[config.mk]
export PLATFORM = sky130hd
export DESIGN_NAME = disp_chain_arbiter
export DESIGN_NICKNAME = d
export VERILOG_FILES = /design/src/rtl/disp_pkg.sv /design/src/rtl/disp_div_tick.sv /design/src/rtl/disp_chain_arbiter.sv
export SDC_FILE = /design/constraint.sdc
export NUM_CORES = 1
export LEC_CHECK = 0
export ABC_CLOCK_PERIOD_IN_PS = 4400
export BUFFER_PORTS_ARGS = -buffer_cell sky130_fd_sc_hd__buf_2
export CAP_MARGIN = 20
export CELL_PAD_IN_SITES_DETAIL_PLACEMENT = 0
export CELL_PAD_IN_SITES_GLOBAL_PLACEMENT = 1
export CORE_UTILIZATION = 41
export CTS_CLUSTER_DIAMETER = 50
export DETAILED_ROUTE_END_ITERATION = 10
export GPL_ROUTABILITY_DRIVEN = 1
export MAX_ROUTING_LAYER = met4
export PLACE_DENSITY_LB_ADDON = 0.1
export SLEW_MARGIN = 20
export SYNTH_ARGS = -nofsm -noshare
export SYNTH_HDL_FRONTEND = slang
export SYNTH_SLANG_ARGS = --single-unit
[constraint.sdc]
create_clock -name clk -period 4.4 [get_ports clk]
set_input_delay 0.88 -clock clk [delete_from_list [all_inputs] [get_ports clk]]
set_output_delay 0.88 -clock clk [all_outputs]
set_load 0.005 [all_outputs]
[src/rtl/disp_pkg.sv]
// Shared definitions for the display-chain arbiter: FSM encoding, default
// geometry and a counter-width helper.
package disp_pkg;

    localparam int DATA_W_DEF  = 16;
    localparam int CLK_DIV_DEF = 4;

    typedef enum logic [2:0] {
        ST_IDLE     = 3'd0,
        ST_LOAD     = 3'd1,
        ST_SHIFT_LO = 3'd2,
        ST_SHIFT_HI = 3'd3,
        ST_LATCH    = 3'd4,
        ST_ACK      = 3'd5
    } disp_state_e;

    // Width of a counter holding 0..n-1; never narrower than one bit.
    function automatic int cnt_w(input int n);
        if (n > 1) begin
            return $clog2(n);
        end else begin
            return 1;
        end
    endfunction

endpackage

[src/rtl/disp_div_tick.sv]
// Modulo-CLK_DIV cycle counter with synchronous clear; tick marks the last
// cycle of each CLK_DIV-cycle phase while enabled.
module disp_div_tick
    import disp_pkg::*;
#(
    parameter int CLK_DIV = CLK_DIV_DEF
) (
    input  logic clk,
    input  logic rst,
    input  logic clr_i,
    input  logic en_i,
    output logic tick_o
);

    localparam int CNT_W = cnt_w(CLK_DIV);
    localparam logic [CNT_W-1:0] TERM = CNT_W'(CLK_DIV - 1);

    logic [CNT_W-1:0] cnt_q;
    logic [CNT_W-1:0] cnt_d;

    assign tick_o = en_i && (cnt_q == TERM);

    // Next count: clear wins, wrap at the terminal count.
    always_comb begin
        cnt_d = cnt_q;
        if (clr_i) begin
            cnt_d = '0;
        end else if (en_i) begin
            if (cnt_q == TERM) begin
                cnt_d = '0;
            end else begin
                cnt_d = cnt_q + CNT_W'(1);
            end
        end else begin
            cnt_d = cnt_q;
        end
    end

    // Counter register.
    always_ff @(posedge clk) begin
        if (!rst) begin
            cnt_q <= '0;
        end else begin
            cnt_q <= cnt_d;
        end
    end

endmodule

[src/rtl/disp_chain_arbiter.sv]
// Two-requester arbiter driving one 74HC595 chain (ds/shcp/stcp/oe).
// Build option DISP_ARB_ROUND_ROBIN_EN: ties go to the requester not served last.
module disp_chain_arbiter
    import disp_pkg::*;
#(
    parameter int DATA_W  = DATA_W_DEF,
    parameter int CLK_DIV = CLK_DIV_DEF
) (
    input  logic              clk,
    input  logic              rst,
    input  logic              req0,
    input  logic [DATA_W-1:0] data0,
    output logic              ack0,
    input  logic              req1,
    input  logic [DATA_W-1:0] data1,
    output logic              ack1,
    input  logic              sel,
    output logic              ds,
    output logic              shcp,
    output logic              stcp,
    output logic              oe,
    output logic              busy,
    output logic              grant
);

    localparam int IDX_W = cnt_w(DATA_W);

    disp_state_e       state_q, state_d;
    logic [DATA_W-1:0] frame_q, frame_d;
    logic [IDX_W-1:0]  idx_q, idx_d;
    logic              gnt_q, gnt_d;
    logic              ds_q, ds_d;
    logic              shcp_q, shcp_d;
    logic              stcp_q, stcp_d;
    logic              oe_q, oe_d;
    logic              busy_q, busy_d;
    logic              ack0_q, ack0_d;
    logic              ack1_q, ack1_d;
    logic              tie_gnt_s;
    logic              div_en_s;
    logic              tick_s;

`ifdef DISP_ARB_ROUND_ROBIN_EN
    logic unused_sel_s;
    assign unused_sel_s = sel;
    assign tie_gnt_s    = ~gnt_q;
`else
    assign tie_gnt_s    = sel;
`endif

    assign div_en_s = (state_q == ST_SHIFT_LO) || (state_q == ST_SHIFT_HI) ||
                      (state_q == ST_LATCH);

    disp_div_tick #(
        .CLK_DIV (CLK_DIV)
    ) u_div (
        .clk    (clk),
        .rst    (rst),
        .clr_i  (~div_en_s),
        .en_i   (div_en_s),
        .tick_o (tick_s)
    );

    // Next-state, frame shifter and bit index.
    always_comb begin
        state_d = state_q;
        frame_d = frame_q;
        idx_d   = idx_q;
        gnt_d   = gnt_q;
        case (state_q)
            ST_IDLE: begin
                if (req0 && req1) begin
                    gnt_d   = tie_gnt_s;
                    state_d = ST_LOAD;
                end else if (req0) begin
                    gnt_d   = 1'b0;
                    state_d = ST_LOAD;
                end else if (req1) begin
                    gnt_d   = 1'b1;
                    state_d = ST_LOAD;
                end else begin
                    state_d = ST_IDLE;
                end
            end
            ST_LOAD: begin
                if (gnt_q) begin
                    frame_d = data1;
                end else begin
                    frame_d = data0;
                end
                idx_d   = IDX_W'(DATA_W - 1);
                state_d = ST_SHIFT_LO;
            end
            ST_SHIFT_LO: begin
                if (tick_s) begin
                    state_d = ST_SHIFT_HI;
                end else begin
                    state_d = ST_SHIFT_LO;
                end
            end
            ST_SHIFT_HI: begin
                if (!tick_s) begin
                    state_d = ST_SHIFT_HI;
                end else if (idx_q == '0) begin
                    state_d = ST_LATCH;
                end else begin
                    idx_d   = idx_q - IDX_W'(1);
                    frame_d = {frame_q[DATA_W-2:0], 1'b0};
                    state_d = ST_SHIFT_LO;
                end
            end
            ST_LATCH: begin
                if (tick_s) begin
                    state_d = ST_ACK;
                end else begin
                    state_d = ST_LATCH;
                end
            end
            ST_ACK: begin
                state_d = ST_IDLE;
            end
            default: begin
                state_d = ST_IDLE;
            end
        endcase
    end

    // Pin values follow the state being entered so every output is a flop.
    always_comb begin
        ds_d   = ds_q;
        oe_d   = oe_q;
        shcp_d = (state_d == ST_SHIFT_HI);
        stcp_d = (state_d == ST_LATCH);
        busy_d = (state_d != ST_IDLE);
        ack0_d = (state_d == ST_ACK) && !gnt_d;
        ack1_d = (state_d == ST_ACK) && gnt_d;
        if ((state_d == ST_SHIFT_LO) || (state_d == ST_SHIFT_HI)) begin
            ds_d = frame_d[DATA_W-1];
        end else begin
            ds_d = ds_q;
        end
        if ((state_q == ST_LATCH) && (state_d == ST_ACK)) begin
            oe_d = 1'b0;
        end else begin
            oe_d = oe_q;
        end
    end

    // State and output registers.
    always_ff @(posedge clk) begin
        if (!rst) begin
            state_q <= ST_IDLE;
            frame_q <= '0;
            idx_q   <= '0;
            gnt_q   <= 1'b0;
            ds_q    <= 1'b0;
            shcp_q  <= 1'b0;
            stcp_q  <= 1'b0;
            oe_q    <= 1'b1;
            busy_q  <= 1'b0;
            ack0_q  <= 1'b0;
            ack1_q  <= 1'b0;
        end else begin
            state_q <= state_d;
            frame_q <= frame_d;
            idx_q   <= idx_d;
            gnt_q   <= gnt_d;
            ds_q    <= ds_d;
            shcp_q  <= shcp_d;
            stcp_q  <= stcp_d;
            oe_q    <= oe_d;
            busy_q  <= busy_d;
            ack0_q  <= ack0_d;
            ack1_q  <= ack1_d;
        end
    end

    assign ds    = ds_q;
    assign shcp  = shcp_q;
    assign stcp  = stcp_q;
    assign oe    = oe_q;
    assign busy  = busy_q;
    assign grant = gnt_q;
    assign ack0  = ack0_q;
    assign ack1  = ack1_q;

endmodule

* Word-level counts from Yosys, hierarchy flattened *
Cells that the tools add are included.

storage, ports and cells
  bits in registers = 33
  input port bits = 37
  output and inout bits = 8
  logic and storage cells = 62

operators by class
  $add $sub $neg = 2
  equality and inequality tests = 11
  mux-type cells = 19
  bitwise operators = 2
  reductions and logical operators = 15

operators with widths
  operator               number
  $mux W16               3
  $pmux W16 S2           1
  $pmux W3 S5            1
  $eq A3 B2 Y1 const B   4
  $eq A3 B3 Y1 const B   3
  $mux W1                9
  $mux W4                2
  $pmux W4 S2            1
  $mux W3                2
  $logic_and A1 B1 Y1    5
  $logic_not A4 Y1       1
  $ne A2 B2 Y1 const B   2
  $sub A4 B1 Y4 const B  1
  $eq A3 B1 Y1 const B   1
  $logic_not A3 Y1       1
  $logic_or A1 B1 Y1     3
  $reduce_and A3 Y1      1
  $reduce_bool A3 Y1     1
  $reduce_or A3 Y1       1
  $add A2 B1 Y2 const B  1
  $eq A2 B2 Y1 const B   1
  $not A1 Y1             2
  $reduce_bool A2 Y1     1
  $logic_not A1 Y1       1

* Longest topological paths before layout *
Gate-level depths: netlist of run 1.

  word-level depth = 8
  depth in mapped cells = 7
  gate-level depth less buffers = 6

* Modules after synthesis *
A second synthesis of run 1 with hierarchy kept.

second synthesis, totals
  cell total of the unflattened synthesis = 175
  area, all modules = 1,625.3 µm²

modules (own cells, without submodules)
  module              times used  cells each  area each (µm²)  sequential area each (µm²)
  disp_chain_arbiter  1           165         1,522.7          620.6
  disp_div_tick       1           10          102.6            40.0

* Worst setup path before layout of run 1 *
Ideal clock, no wire load.

  kind = input to register
  start = input req1
  end = register busy_q (netlist: busy)
  library setup time = 0.116 ns
  data arrival time = 1.696 ns
  data required time = 4.284 ns
  slack = 2.588 ns
  stages on the path = 3
  path buffers = 0
  path through = or2_2 or4_1 and3_1

on the way
  word-level cells in the longest chain between the ends = 5
  elaborated cells on any way between the ends = 6
  classes of those cells = mux (4); reduce/logical (2)

RTL lines
  element                 RTL line                   text
  from (decl)             disp_chain_arbiter.sv:14   input logic req1,
  $mux W1                 disp_chain_arbiter.sv:78   end else if (req1) begin
  $mux W1                 disp_chain_arbiter.sv:75   end else if (req0) begin
  $mux W1 (*)             disp_chain_arbiter.sv:72   if (req0 && req1) begin
  $pmux W3 S5 (*)         disp_chain_arbiter.sv:70   case (state_q)
  $reduce_bool A3 Y1 (*)  disp_chain_arbiter.sv:134  busy_d = (state_d != ST_IDLE);
  to (signal assigned)    disp_chain_arbiter.sv:172  busy_q <= busy_d;
  to (decl)               disp_chain_arbiter.sv:36   logic busy_q, busy_d;

Mark *: on every way between the ends. The rest lies on a longest branch, timed or not.
A chain may end at the register's enable or synchronous reset.

* Final worst setup path of run 1 *
  start = register state_q[1]
  end = register idx_q[0]

on the way
  word-level cells in the longest chain between the ends = 6
  elaborated cells on any way between the ends = 12
  classes of those cells = eq/ne (6); mux (1); reduce/logical (5)

RTL lines
  element                                 RTL line                                            text
  from (decl)                             disp_chain_arbiter.sv:28                            disp_state_e state_q, state_d;
  from (signal assigned)                  disp_chain_arbiter.sv:164                           state_q <= state_d;
  $eq A3 B2 Y1, on equally long branches  disp_chain_arbiter.sv:51, disp_chain_arbiter.sv:70
  $logic_or A1 B1 Y1 (2 in series)        disp_chain_arbiter.sv:51                            assign div_en_s = (state_q == ST_SHIFT_LO) || (state_q == ST_SHIFT_HI) ||
  $logic_and A1 B1 Y1                     disp_div_tick.sv:21                                 assign tick_o = en_i && (cnt_q == TERM);
  $ne A2 B2 Y1 (no source line)           -
  $reduce_and A3 Y1 (no source line)      -
  to (signal assigned)                    disp_chain_arbiter.sv:166                           idx_q <= idx_d;
  to (decl)                               disp_chain_arbiter.sv:30                            logic [IDX_W-1:0] idx_q, idx_d;

Several ways; a longest one is shown, not always the timed one.

==> impl_metrics.py, run 1 <==
metrics = {
    "worst_setup_path": {
        "slack_of_the_worst_reg_to_reg_path_ns": 1.78,
        "worstPathMaxFanout": 28,
        "timing.critical_path.arrival_ns": 2.77,
        "startpoint_class": "register",
        "cp.required_ns": 4.55,
        "cp_capture_type": "register",
        "reg2reg_from": "state_q[1]$_SDFF_PN0_",
        "regToRegEndpoint": "idx_q[0]$_SDFFE_PN0P_",
        "worst_r2r_path_depth": 4,
        "timing.setup.critical_path_class": "register to register",
    },
    "finish": {
        "finalInstanceArea_um2": 1900,
        "seqCellArea_um2": 661,
        "antenna_cells_inserted": 0,
        "multi_input_logic_area_um2": 853,
        "n_fill_cell": 362,
        "post-route-util_pct": 51.0,
        "drive_above_1_share_pct": 28.0,
        "finalNetCount": 250,
        "area_growth_pct": 17.5,
    },
    "sta": {
        "final-setup-viol-count": 0,
        "setup_repair_after_global_routing_missed_its_margin": "false",
        "final_hold_viol_count": 0,
        "final.hold.worst_slack_ns": 0.429,
        "setup_total_negative_slack_ns": 0,
        "time_the_worst_path_needs_with_i_o_delays_and_setup_ns": 2.62,
        "finalCritPeriodShare_pct": 59.5,
        "post-route-worst-setup-slack_ns": 1.78,
        "worst_pin_slew_ns": 0.999,
        "fin_skew_ns": 0.00507,
        "achievable-frequency_mhz": 382,
        "relSlewSlack_pct": 33.0,
        "slew_violations": 0,
    },
    "clock_network": {
        "post_cts.repair.setup_buffers": 0,
        "cts_max_level": 2,
        "root_cell_of_the_clock_tree": "sky130_fd_sc_hd__clkbuf_8",
        "tritoncts": "built",
        "hold_buffers_post_cts": 0,
        "clock_latency_ns": 0.28,
        "cts_resized": 0,
        "cts-buffers-inserted": 5,
        "clkSlewWorstSetupHoldPaths_ns": 0.07,
        "clock_path_buffers": 2,
        "number_of_clock_sinks": 33,
    },
    "placement": {
        "detailedPlace.worstSlack_ns": 1.80,
        "finalWeightedCongestion": 0.786,
        "placed_area_um2": 1810,
        "port_buffers": 44,
        "dp_hpwl_um": 2480,
    },
    "route": {
        "detail_route.wl_per_cell_um": 14.0,
        "firstDrtPassIters": 6,
        "routed_via_count": 1438,
        "drc": 0,
        "route.final.wire_length_um": 3610,
        "drt-vias-per-instance": 5.55,
        "ant_nets": 0,
        "drtIter0Drc": 89,
    },
    "yosys": {
        "yosys.cell_types.count": 41,
        "syn_avg_cell_area_um2": 9.27,
        "synth_ff_type": "sky130_fd_sc_hd__dfxtp_1",
        "synthesis.instances": 174,
        "total_number_of_yosys_warnings": 0,
        "synth.net_count": 213,
        "postSynthRegisterBits": 33,
        "edff_count_synth": 0,
        "ys_seq_area_share_pct": 41.0,
        "synth.cell_area_um2": 1610,
        "synth-async-reset-ratio_pct": 0,
    },
    "die": {
        "std_cell_core_area_um2": 3720,
        "fp-row-count": 22,
        "chipHeight_um": 64.7,
        "num_io_pins": 45,
        "die_width_um": 64.7,
        "design.die.area_um2": 4190,
        "start_util_pct": 43.4,
    },
    "min_path": {
        "hold_path.class": "register to register",
        "whs_path_depth": 1,
        "holdCritStartpoint": "u_div.cnt_q[0]$_SDFF_PP0_",
        "worstHoldEndpoint": "u_div.cnt_q[0]$_SDFF_PP0_",
    },
    "global_routing": {
        "track_usage_pct": 19.8,
        "grt_antenna_before_repair": 0,
        "global_route_wire_length_before_repair_um": 6040,
        "number_of_global_route_vias_before_repair": 1300,
        "grt_max_degree": 29,
        "grt_remaining_overflow": 0,
    },
    "power": {
        "powerDensity_nw_per_um2": 385,
        "netSwitchingFraction_pct": 28.6,
        "power.combinational.fraction_pct": 19.3,
        "power_report.internal_total_mw": 0.521,
        "power_switching_mw": 0.208,
        "seqPwrFrac_pct": 49.2,
        "p_clk_share_pct": 31.5,
        "vdd.ir_drop.worst_v": 0.000165,
        "p_leak_nw": 0.766,
    },
    "job": {
        "maxCapViolCount": 0,
    },
    "run_status": {
        "status": "completed",
    },
}
## per-stage QoR
| step | power (mW) | std cells |
|---|---|---|
| 2_1_floorplan | 0.469 | 174 |
| 3_3_place_gp | 0.502 | 252 |
| 3_5_place_dp | 0.506 | 252 |
| 4_1_cts | 0.734 | 259 |
| 5_1_grt | 0.772 | 259 |
| 6_report | 0.729 | 259 |
## flip-flops by register name, indices dropped and copies added, names as in the netlist
name,flops
shcp,1
frame_q,16
busy,1
state_q,3
grant,1
stcp,1
ds,1
u_div.cnt_q,2
ack1,1
idx_q,4
oe,1
ack0,1
## Yosys cell counts (all sizes together), types with 3 or more instances
library cell	n	area (µm²)
nand2	7	26.3
nor3	19	100
nor2	24	90.1
a221oi	15	131
and2	3	18.8
inv	3	11.3
clkbuf	4	15.0
a22oi	3	22.5
mux2	3	33.8
dfxtp	33	661
buf	10	68.8
mux2i	15	150
## cells by family after synthesis
group,synth area share (%)
buffers and inverters,6.13
AOI/OAI and AO/OA,17.8
muxes,11.4
adders and majority gates,1.55
DFF,41.0
and+or+nand+nor,21.6
xor gates and xnor gates,0.543
## routing by layer
layer	GRT usage, %	wire length, µm
met1	23.2	1650
met2	31.8	1740
met3	4.23	157
met4	10.0	74
met5	-	0
## placed cells by master (no fill, tap or decap), drive strengths merged, types with 3 or more instances in the layout
cell type   n
a22oi       3
nand2       7
and2        3
nor3       19
mux2        3
mux2i      15
inv         3
clkbuf      7
nor2       24
buf        44
a221oi     15
dfxtp      33
## worst max-delay path by stage
stage	start	to	slack, ns	cells past startpoint
finish	state_q[1]$_SDFF_PN0_	idx_q[0]$_SDFFE_PN0P_	1.78	4
floorplan	req1	busy$_SDFF_PN0_	2.59	3
global placement	state_q[1]$_SDFF_PN0_	idx_q[0]$_SDFFE_PN0P_	1.89	4
CTS	state_q[1]$_SDFF_PN0_	idx_q[0]$_SDFFE_PN0P_	1.80	4
global route	state_q[1]$_SDFF_PN0_	frame_q[8]$_SDFFE_PN0P_	1.50	4
detailed placement	state_q[1]$_SDFF_PN0_	idx_q[0]$_SDFFE_PN0P_	1.80	4
## power groups by stage
stage,clock (mW),combinational [mW],sequential [mW]
detailed placement,0,0.141,0.364
global placement,0,0.138,0.363
CTS,0.234,0.142,0.358
global route,0.253,0.158,0.362
floorplan,0,0.125,0.344
finish,0.230,0.141,0.359
## layout make-up
cell class | count | area share (%)
inverters | 4 | 0.792
clock buffers | 7 | 4.55
flip-flops and latches | 33 | 34.9
repair buffers | 44 | 11.6
well taps | 48 | 3.17
multi-input cells | 123 | 45.0
## worst max-delay path, cell delays in order (launching register included)
cell and delay [ns]:
sky130_fd_sc_hd__dfxtp_1 0.97, sky130_fd_sc_hd__nand3b_1 0.33, sky130_fd_sc_hd__nor3_2 0.83, sky130_fd_sc_hd__mux2_2 0.30, sky130_fd_sc_hd__nor2_1 0.05
Power figures use the tool's default switching activity.
==> inputs of run 2 (changes only) <==
--- a/config.mk
+++ b/config.mk
@@ -5,12 +5,12 @@
 export SDC_FILE = /design/constraint.sdc
 export NUM_CORES = 1
 export LEC_CHECK = 0
-export ABC_CLOCK_PERIOD_IN_PS = 4400
+export ABC_CLOCK_PERIOD_IN_PS = 2500
 export BUFFER_PORTS_ARGS = -buffer_cell sky130_fd_sc_hd__buf_2
 export CAP_MARGIN = 20
 export CELL_PAD_IN_SITES_DETAIL_PLACEMENT = 0
 export CELL_PAD_IN_SITES_GLOBAL_PLACEMENT = 1
-export CORE_UTILIZATION = 41
+export CORE_UTILIZATION = 38
 export CTS_CLUSTER_DIAMETER = 50
 export DETAILED_ROUTE_END_ITERATION = 10
 export GPL_ROUTABILITY_DRIVEN = 1
==> constraint.sdc (replaced) <==
create_clock -name clk -period 2.5 [get_ports clk]
set_input_delay 0.5 -clock clk [delete_from_list [all_inputs] [get_ports clk]]
set_output_delay 0.5 -clock clk [all_outputs]
set_load 0.005 [all_outputs]
==> run 2 against run 1 <==
Clock power rose by 74%. Cell count rose by 2.7%. Clock skew rose by 0.00076 ns. Largest cell class unchanged.
==> impl_metrics.py, run 2 (same netlist as run 1, synthesis figures left out) <==
metrics = {
    "power": {
        "p_clk_share_pct": 31.1,
        "netSwitchingFraction_pct": 28.2,
        "powerDensity_nw_per_um2": 665,
        "power_report.internal_total_mw": 0.925,
        "power_switching_mw": 0.363,
        "vdd.ir_drop.worst_v": 0.000380,
        "power.combinational.fraction_pct": 21.6,
        "p_total_mw": 1.29,
        "p_leak_nw": 0.790,
        "seqPwrFrac_pct": 47.3,
    },
    "worst_setup_path": {
        "max_stage_delay_ns": 0.81,
        "cp.required_ns": 2.66,
        "slowest_stage": "sky130_fd_sc_hd__nor3_2",
        "worst_r2r_path_depth": 6,
        "timing.setup.critical_path_class": "register to register",
        "cp_num_buf_inv": 1,
        "worstPathMaxFanout": 16,
        "cp_cell_sequence": "inv_1 > ha_1 > nor3b_2 > nor3_2 > mux2_2 > nor2_1",
        "timing.critical_path.arrival_ns": 2.27,
        "worst_path_dominant_cell_family": "simple AND/OR/NAND/NOR gates",
        "cp_capture_type": "register",
        "crit_cells": 6,
        "startpoint_class": "register",
    },
    "sta": {
        "finalCritPeriodShare_pct": 84.3,
        "time_the_worst_path_needs_with_i_o_delays_and_setup_ns": 2.11,
        "relSlewSlack_pct": 32.6,
        "fin_skew_ns": 0.00583,
        "slew_violations": 0,
        "setup_total_negative_slack_ns": 0,
        "setup_repair_after_global_routing_missed_its_margin": "false",
        "worst_pin_slew_ns": 1.01,
        "final_hold_viol_count": 0,
        "final-setup-viol-count": 0,
        "achievable-frequency_mhz": 475,
    },
    "route": {
        "drt-vias-per-instance": 5.37,
        "ant_nets": 0,
        "detailroute.wirelength.met3_um": 185,
        "firstDrtPassIters": 4,
        "routed.top_layer": "met4",
        "detail_route.wl_per_cell_um": 13.5,
        "route.final.wire_length_um": 3600,
        "wire_length_on_met1_um": 1660,
        "met2_length_um": 1700,
        "drtIter0Drc": 72,
        "drc": 0,
        "routed_via_count": 1428,
    },
    "finish": {
        "area_growth_pct": 20.0,
        "largest_register_ffs": 16,
        "finalNetCount": 255,
        "drive_above_1_share_pct": 29.6,
        "layout_top_registers": "frame_q: 16 flops, idx_q: 4 flops, state_q: 3 flops",
        "number_of_cells_in_the_finished_layout_apart_from_fillers": 266,
        "final_cell_mix": "sky130_fd_sc_hd__buf_2 (44), sky130_fd_sc_hd__dfxtp_1 (33), sky130_fd_sc_hd__nor2_1 (24), sky130_fd_sc_hd__nor3_1 (18)",
        "finalInstanceArea_um2": 1940,
        "regMostFlops": "frame_q",
        "mostFrequentLayoutCell": "sky130_fd_sc_hd__buf_2",
        "antenna_cells_inserted": 0,
    },
    "die": {
        "design.die.area_um2": 4510,
        "start_util_pct": 40.0,
        "num_io_pins": 45,
        "fp-row-count": 23,
        "chipHeight_um": 67.1,
        "die_width_um": 67.1,
        "std_cell_core_area_um2": 4030,
    },
    "global_routing": {
        "grt_max_degree": 28,
        "number_of_global_route_vias_before_repair": 1319,
        "global_route_wire_length_before_repair_um": 6180,
        "grt_antenna_before_repair": 0,
        "grt_remaining_overflow": 0,
        "track_usage_pct": 19.0,
    },
    "placement": {
        "dp_hpwl_um": 2510,
        "placed_instance_count": 259,
        "finalWeightedCongestion": 0.748,
        "port_buffers": 44,
        "placed_area_um2": 1850,
    },
    "clock_network": {
        "cts_max_level": 2,
        "hold_buffers_post_cts": 0,
        "root_cell_of_the_clock_tree": "sky130_fd_sc_hd__clkbuf_8",
        "number_of_clock_sinks": 33,
        "post_cts.repair.setup_buffers": 0,
        "clock_latency_ns": 0.28,
        "clock_path_buffers": 2,
        "cts_resized": 0,
        "cts-buffers-inserted": 5,
        "tritoncts": "built",
        "clkSlewWorstSetupHoldPaths_ns": 0.07,
    },
    "job": {
        "maxCapViolCount": 0,
    },
    "run_status": {
        "status": "completed",
    },
    "min_path": {
        "hold_path.class": "register to register",
        "whs_path_depth": 1,
    },
}
==> run 2: cell types whose count changed in the layout (fill, tap and decap cells not counted) <==
cell / before / now
sky130_fd_sc_hd__buf_4: 0 / 5
==> run 2: final cells by class <==
type / instances / area (µm²)
clock buffer: 7 / 86.3
fill: 402 / 2090
inverter: 4 / 15.0
multi-input combinational: 123 / 853
sequential: 33 / 661
tap: 50 / 62.6
timing repair buffer: 49 / 258
==> run 2: power by group through the flow <==
stage                     sequential (mW)  clock, mW  combinational (mW)
after floorplan                     0.606          0               0.220
after global routing                0.616      0.433               0.316
after global placement              0.618          0               0.276
after detailed placement            0.619          0               0.281
final                               0.609      0.400               0.279
after CTS                           0.608      0.412               0.282
==> run 2: per-stage QoR <==
step	hold slack, ns	setup WS, ns	util (%)
after floorplan	0.407	0.806	-
after global placement	0.417	0.440	45.9
after detailed placement	0.437	0.381	45.9
after CTS	0.446	0.373	48.0
after global routing	0.469	0.216	48.0
final	0.437	0.393	48.0
==> run 2: metal layers <==
metal  vias to the layer above  track usage (%)
li1                        725                -
met4                         0             7.71
met3                         7             4.05
met5                         -                -
met2                        47             32.0
met1                       649             21.8
==> run 2: worst paths after layout <==
check,startpoint,endpoint,slack (ns)
hold reg to reg,u_div.cnt_q[0]$_SDFF_PP0_,u_div.cnt_q[0]$_SDFF_PP0_,0.44
setup / recovery,idx_q[0]$_SDFFE_PN0P_,idx_q[0]$_SDFFE_PN0P_,0.39
setup reg to reg,idx_q[0]$_SDFFE_PN0P_,idx_q[0]$_SDFFE_PN0P_,0.39
hold / removal,u_div.cnt_q[0]$_SDFF_PP0_,u_div.cnt_q[0]$_SDFF_PP0_,0.44
==> inputs of run 3 (changes only) <==
--- a/config.mk
+++ b/config.mk
@@ -5,12 +5,13 @@
 export SDC_FILE = /design/constraint.sdc
 export NUM_CORES = 1
 export LEC_CHECK = 0
-export ABC_CLOCK_PERIOD_IN_PS = 2500
+export ABC_AREA = 1
+export ABC_CLOCK_PERIOD_IN_PS = 1900
 export BUFFER_PORTS_ARGS = -buffer_cell sky130_fd_sc_hd__buf_2
 export CAP_MARGIN = 20
 export CELL_PAD_IN_SITES_DETAIL_PLACEMENT = 0
 export CELL_PAD_IN_SITES_GLOBAL_PLACEMENT = 1
-export CORE_UTILIZATION = 38
+export CORE_UTILIZATION = 32
 export CTS_CLUSTER_DIAMETER = 50
 export DETAILED_ROUTE_END_ITERATION = 10
 export GPL_ROUTABILITY_DRIVEN = 1
==> constraint.sdc (replaced) <==
create_clock -name clk -period 1.9 [get_ports clk]
set_input_delay 0.38 -clock clk [delete_from_list [all_inputs] [get_ports clk]]
set_output_delay 0.38 -clock clk [all_outputs]
set_load 0.005 [all_outputs]
==> run 3 against run 2 <==
First-iteration DRC count down 4.2%. Setup slack worse by 0.073 ns. Critical path depth up 3. Worst hold slack worse by 0.11 ns. Combinational power up 19%. Total power up 28%. Core utilization down 6.8 points. Highest routed layer unchanged. Routed wire length up 14%. Synthesized cell count up 27%. Sequential share of layout area down 0.67 points. Non-clock buffer count down 2.
==> impl_metrics.py, run 3 <==
metrics = {
    "worst_setup_path": {
        "timing.critical_path.arrival_ns": 1.75,
        "timing.setup.critical_path_class": "register to register",
        "cp_capture_type": "register",
        "slack_of_the_worst_reg_to_reg_path_ns": 0.32,
        "startpoint_class": "register",
        "cp.required_ns": 2.07,
        "worstPathMaxFanout": 4,
    },
    "finish": {
        "post-route-util_pct": 41.3,
        "area_growth_pct": 22.6,
        "drive_above_1_share_pct": 27.8,
        "layout_top_registers": "frame_q: 16 flops, idx_q: 4 flops, state_q: 3 flops",
        "antenna_cells_inserted": 0,
        "mostFrequentLayoutCell": "sky130_fd_sc_hd__nand2_1",
        "n_fill_cell": 520,
        "final_cell_mix": "sky130_fd_sc_hd__nand2_1 (54), sky130_fd_sc_hd__buf_2 (44), sky130_fd_sc_hd__dfxtp_1 (33), sky130_fd_sc_hd__nand3_1 (21), sky130_fd_sc_hd__inv_1 (17)",
        "largest_register_ffs": 16,
        "regMostFlops": "frame_q",
        "finalNetCount": 305,
        "number_of_cells_in_the_finished_layout_apart_from_fillers": 333,
    },
    "run_status": {
        "status": "completed",
    },
    "placement": {
        "detailedPlace.worstSlack_ns": 0.300,
        "finalWeightedCongestion": 0.810,
        "port_buffers": 44,
        "dp_hpwl_um": 2920,
        "placed_instance_count": 326,
    },
    "sta": {
        "time_the_worst_path_needs_with_i_o_delays_and_setup_ns": 1.58,
        "post-route-worst-setup-slack_ns": 0.320,
        "finalCritPeriodShare_pct": 83.2,
        "relSlewSlack_pct": 68.1,
        "worst_pin_slew_ns": 0.478,
        "achievable-frequency_mhz": 633,
        "setup_total_negative_slack_ns": 0,
        "final_hold_viol_count": 0,
        "fin_skew_ns": 0.00596,
        "setup_repair_after_global_routing_missed_its_margin": "false",
        "slew_violations": 0,
        "final-setup-viol-count": 0,
    },
    "yosys": {
        "synth_adder_area_share_pct": 1.55,
        "synth_simple_gate_area_share_pct": 30.8,
        "post_synth_xor_area_fraction_pct": 0.544,
        "synth_ff_type": "sky130_fd_sc_hd__dfxtp_1",
        "postSynthRegisterBits": 33,
        "synth_top_family_by_area": "simple AND/OR/NAND/NOR gates",
        "synth_area_leader": "sky130_fd_sc_hd__dfxtp_1",
        "netlist.area_leader.share_pct": 41.0,
        "synth.net_count": 260,
        "edff_count_synth": 0,
        "synth.cell_area_um2": 1610,
        "synth.cells.most_frequent": "sky130_fd_sc_hd__nand2_1 (54), sky130_fd_sc_hd__dfxtp_1 (33), sky130_fd_sc_hd__nand3_1 (21)",
        "post-synth-top-count-cell": "sky130_fd_sc_hd__nand2_1",
        "yosys.cell_types.count": 23,
        "synth_compound_gate_area_share_pct": 17.6,
        "synth.mux.area_fraction_pct": 0,
        "ys_seq_area_share_pct": 41.0,
        "syn_avg_cell_area_um2": 7.29,
        "total_number_of_yosys_warnings": 0,
        "synth-async-reset-ratio_pct": 0,
        "synthesis.instances": 221,
        "netlist_top_cells_area": "sky130_fd_sc_hd__dfxtp_1 (41%), sky130_fd_sc_hd__nand2_1 (13%), sky130_fd_sc_hd__o211ai_1 (7.0%), sky130_fd_sc_hd__nand3_1 (6.5%), sky130_fd_sc_hd__a31oi_1 (5.4%)",
    },
    "die": {
        "design.die.area_um2": 5320,
        "chipHeight_um": 72.9,
        "start_util_pct": 33.6,
        "die_width_um": 72.9,
        "std_cell_core_area_um2": 4790,
        "num_io_pins": 45,
        "fp-row-count": 25,
    },
    "clock_network": {
        "number_of_clock_sinks": 33,
        "clkSlewWorstSetupHoldPaths_ns": 0.07,
        "root_cell_of_the_clock_tree": "sky130_fd_sc_hd__clkbuf_8",
        "tritoncts": "built",
        "cts-buffers-inserted": 5,
        "cts_max_level": 2,
        "post_cts.repair.setup_buffers": 0,
        "cts_resized": 0,
        "clock_latency_ns": 0.28,
        "clock_path_buffers": 2,
        "hold_buffers_post_cts": 0,
    },
    "global_routing": {
        "number_of_global_route_vias_before_repair": 1431,
        "grt_remaining_overflow": 0,
        "grt_antenna_before_repair": 0,
        "global_route_wire_length_before_repair_um": 6730,
        "grt_max_degree": 19,
        "track_usage_pct": 17.1,
    },
    "job": {
        "maxCapViolCount": 0,
    },
    "route": {
        "route.final.wire_length_um": 4100,
        "drtIter0Drc": 69,
        "routed_via_count": 1562,
        "firstDrtPassIters": 4,
        "drt-vias-per-instance": 4.69,
        "drc": 0,
        "detail_route.wl_per_cell_um": 12.3,
        "ant_nets": 0,
    },
    "power": {
        "vdd.ir_drop.worst_v": 0.000356,
        "p_total_mw": 1.65,
        "p_leak_nw": 0.854,
        "powerDensity_nw_per_um2": 838,
    },
    "min_path": {
        "hold_path.class": "input pin to register",
    },
}
==> run 3: changes by cell type after synthesis, moves of 14 or more <==
cell	before	now
sky130_fd_sc_hd__a221oi_1	15	0
sky130_fd_sc_hd__a31oi_1	0	14
sky130_fd_sc_hd__inv_1	3	17
sky130_fd_sc_hd__mux2i_1	15	0
sky130_fd_sc_hd__nand2_1	7	54
sky130_fd_sc_hd__nand3_1	1	21
sky130_fd_sc_hd__nor3_1	18	3
sky130_fd_sc_hd__o211ai_1	0	15
==> run 3: metal layers <==
layer	part of all wire [%]	track usage [%]
met5	0	-
met4	0.85	5.23
met3	2.9	3.73
met2	41	23.5
met1	55	24.9
==> run 3: worst paths after layout <==
| path | from | to | cells after the start |
|---|---|---|---|
| worst min-delay path | rst | oe$_SDFFE_PN1P_ | 2 |
| worst max register to register | idx_q[0]$_SDFFE_PN0P_ | busy$_SDFF_PN0_ | 9 |
| worst max-delay path | idx_q[0]$_SDFFE_PN0P_ | busy$_SDFF_PN0_ | 9 |
| worst min register to register | u_div.cnt_q[0]$_SDFF_PP0_ | u_div.cnt_q[0]$_SDFF_PP0_ | 1 |
==> run 3: final cells by class <==
| cell class | count | area, µm² | area share [%] |
|---|---|---|---|
| Sequential cell | 33 | 661 | 33.5 |
| Inverter | 20 | 75.1 | 3.80 |
| Clock buffer | 7 | 86.3 | 4.37 |
| Tap cell | 67 | 83.8 | 4.25 |
| Timing Repair Buffer | 47 | 255 | 12.9 |
| Multi-Input combinational cell | 159 | 813 | 41.2 |
==> run 3: through the flow <==
step / hold WS [ns] / cell area [µm²]
6_report: 0.325 / 1970
5_1_grt: 0.335 / 1970
4_1_cts: 0.326 / 1970
3_5_place_dp: 0.415 / 1890
3_3_place_gp: 0.413 / 1890
2_1_floorplan: 0.397 / 1610
==> run 3: where the power goes <==
group          internal (mW)  switching (mW)
logic                  0.134           0.198
clock network          0.288           0.253
registers              0.749          0.0335
==> run 3: cell families (layout without fill, tap and decap cells) <==
| logic type | count (synthesis) | count (layout) |
|---|---|---|
| buffers and inverters | 29 | 74 |
| XOR/XNOR | 1 | 1 |
| AND/OR/NAND/NOR | 112 | 112 |
| flip-flops | 33 | 33 |
| adder cells (fa/ha/maj) | 2 | 2 |
| AO/OA/AOI/OAI | 44 | 44 |
==> run 3: worst max-delay path, stage by stage (launching register included) <==
cell and delay (ns):
sky130_fd_sc_hd__dfxtp_1 0.30, sky130_fd_sc_hd__inv_1 0.12, sky130_fd_sc_hd__ha_1 0.21, sky130_fd_sc_hd__nand2_1 0.08, sky130_fd_sc_hd__nor2_1 0.16, sky130_fd_sc_hd__nand3_1 0.12, sky130_fd_sc_hd__nand3_1 0.17, sky130_fd_sc_hd__inv_1 0.11
sky130_fd_sc_hd__o21ai_1 0.13, sky130_fd_sc_hd__nand2_1 0.06
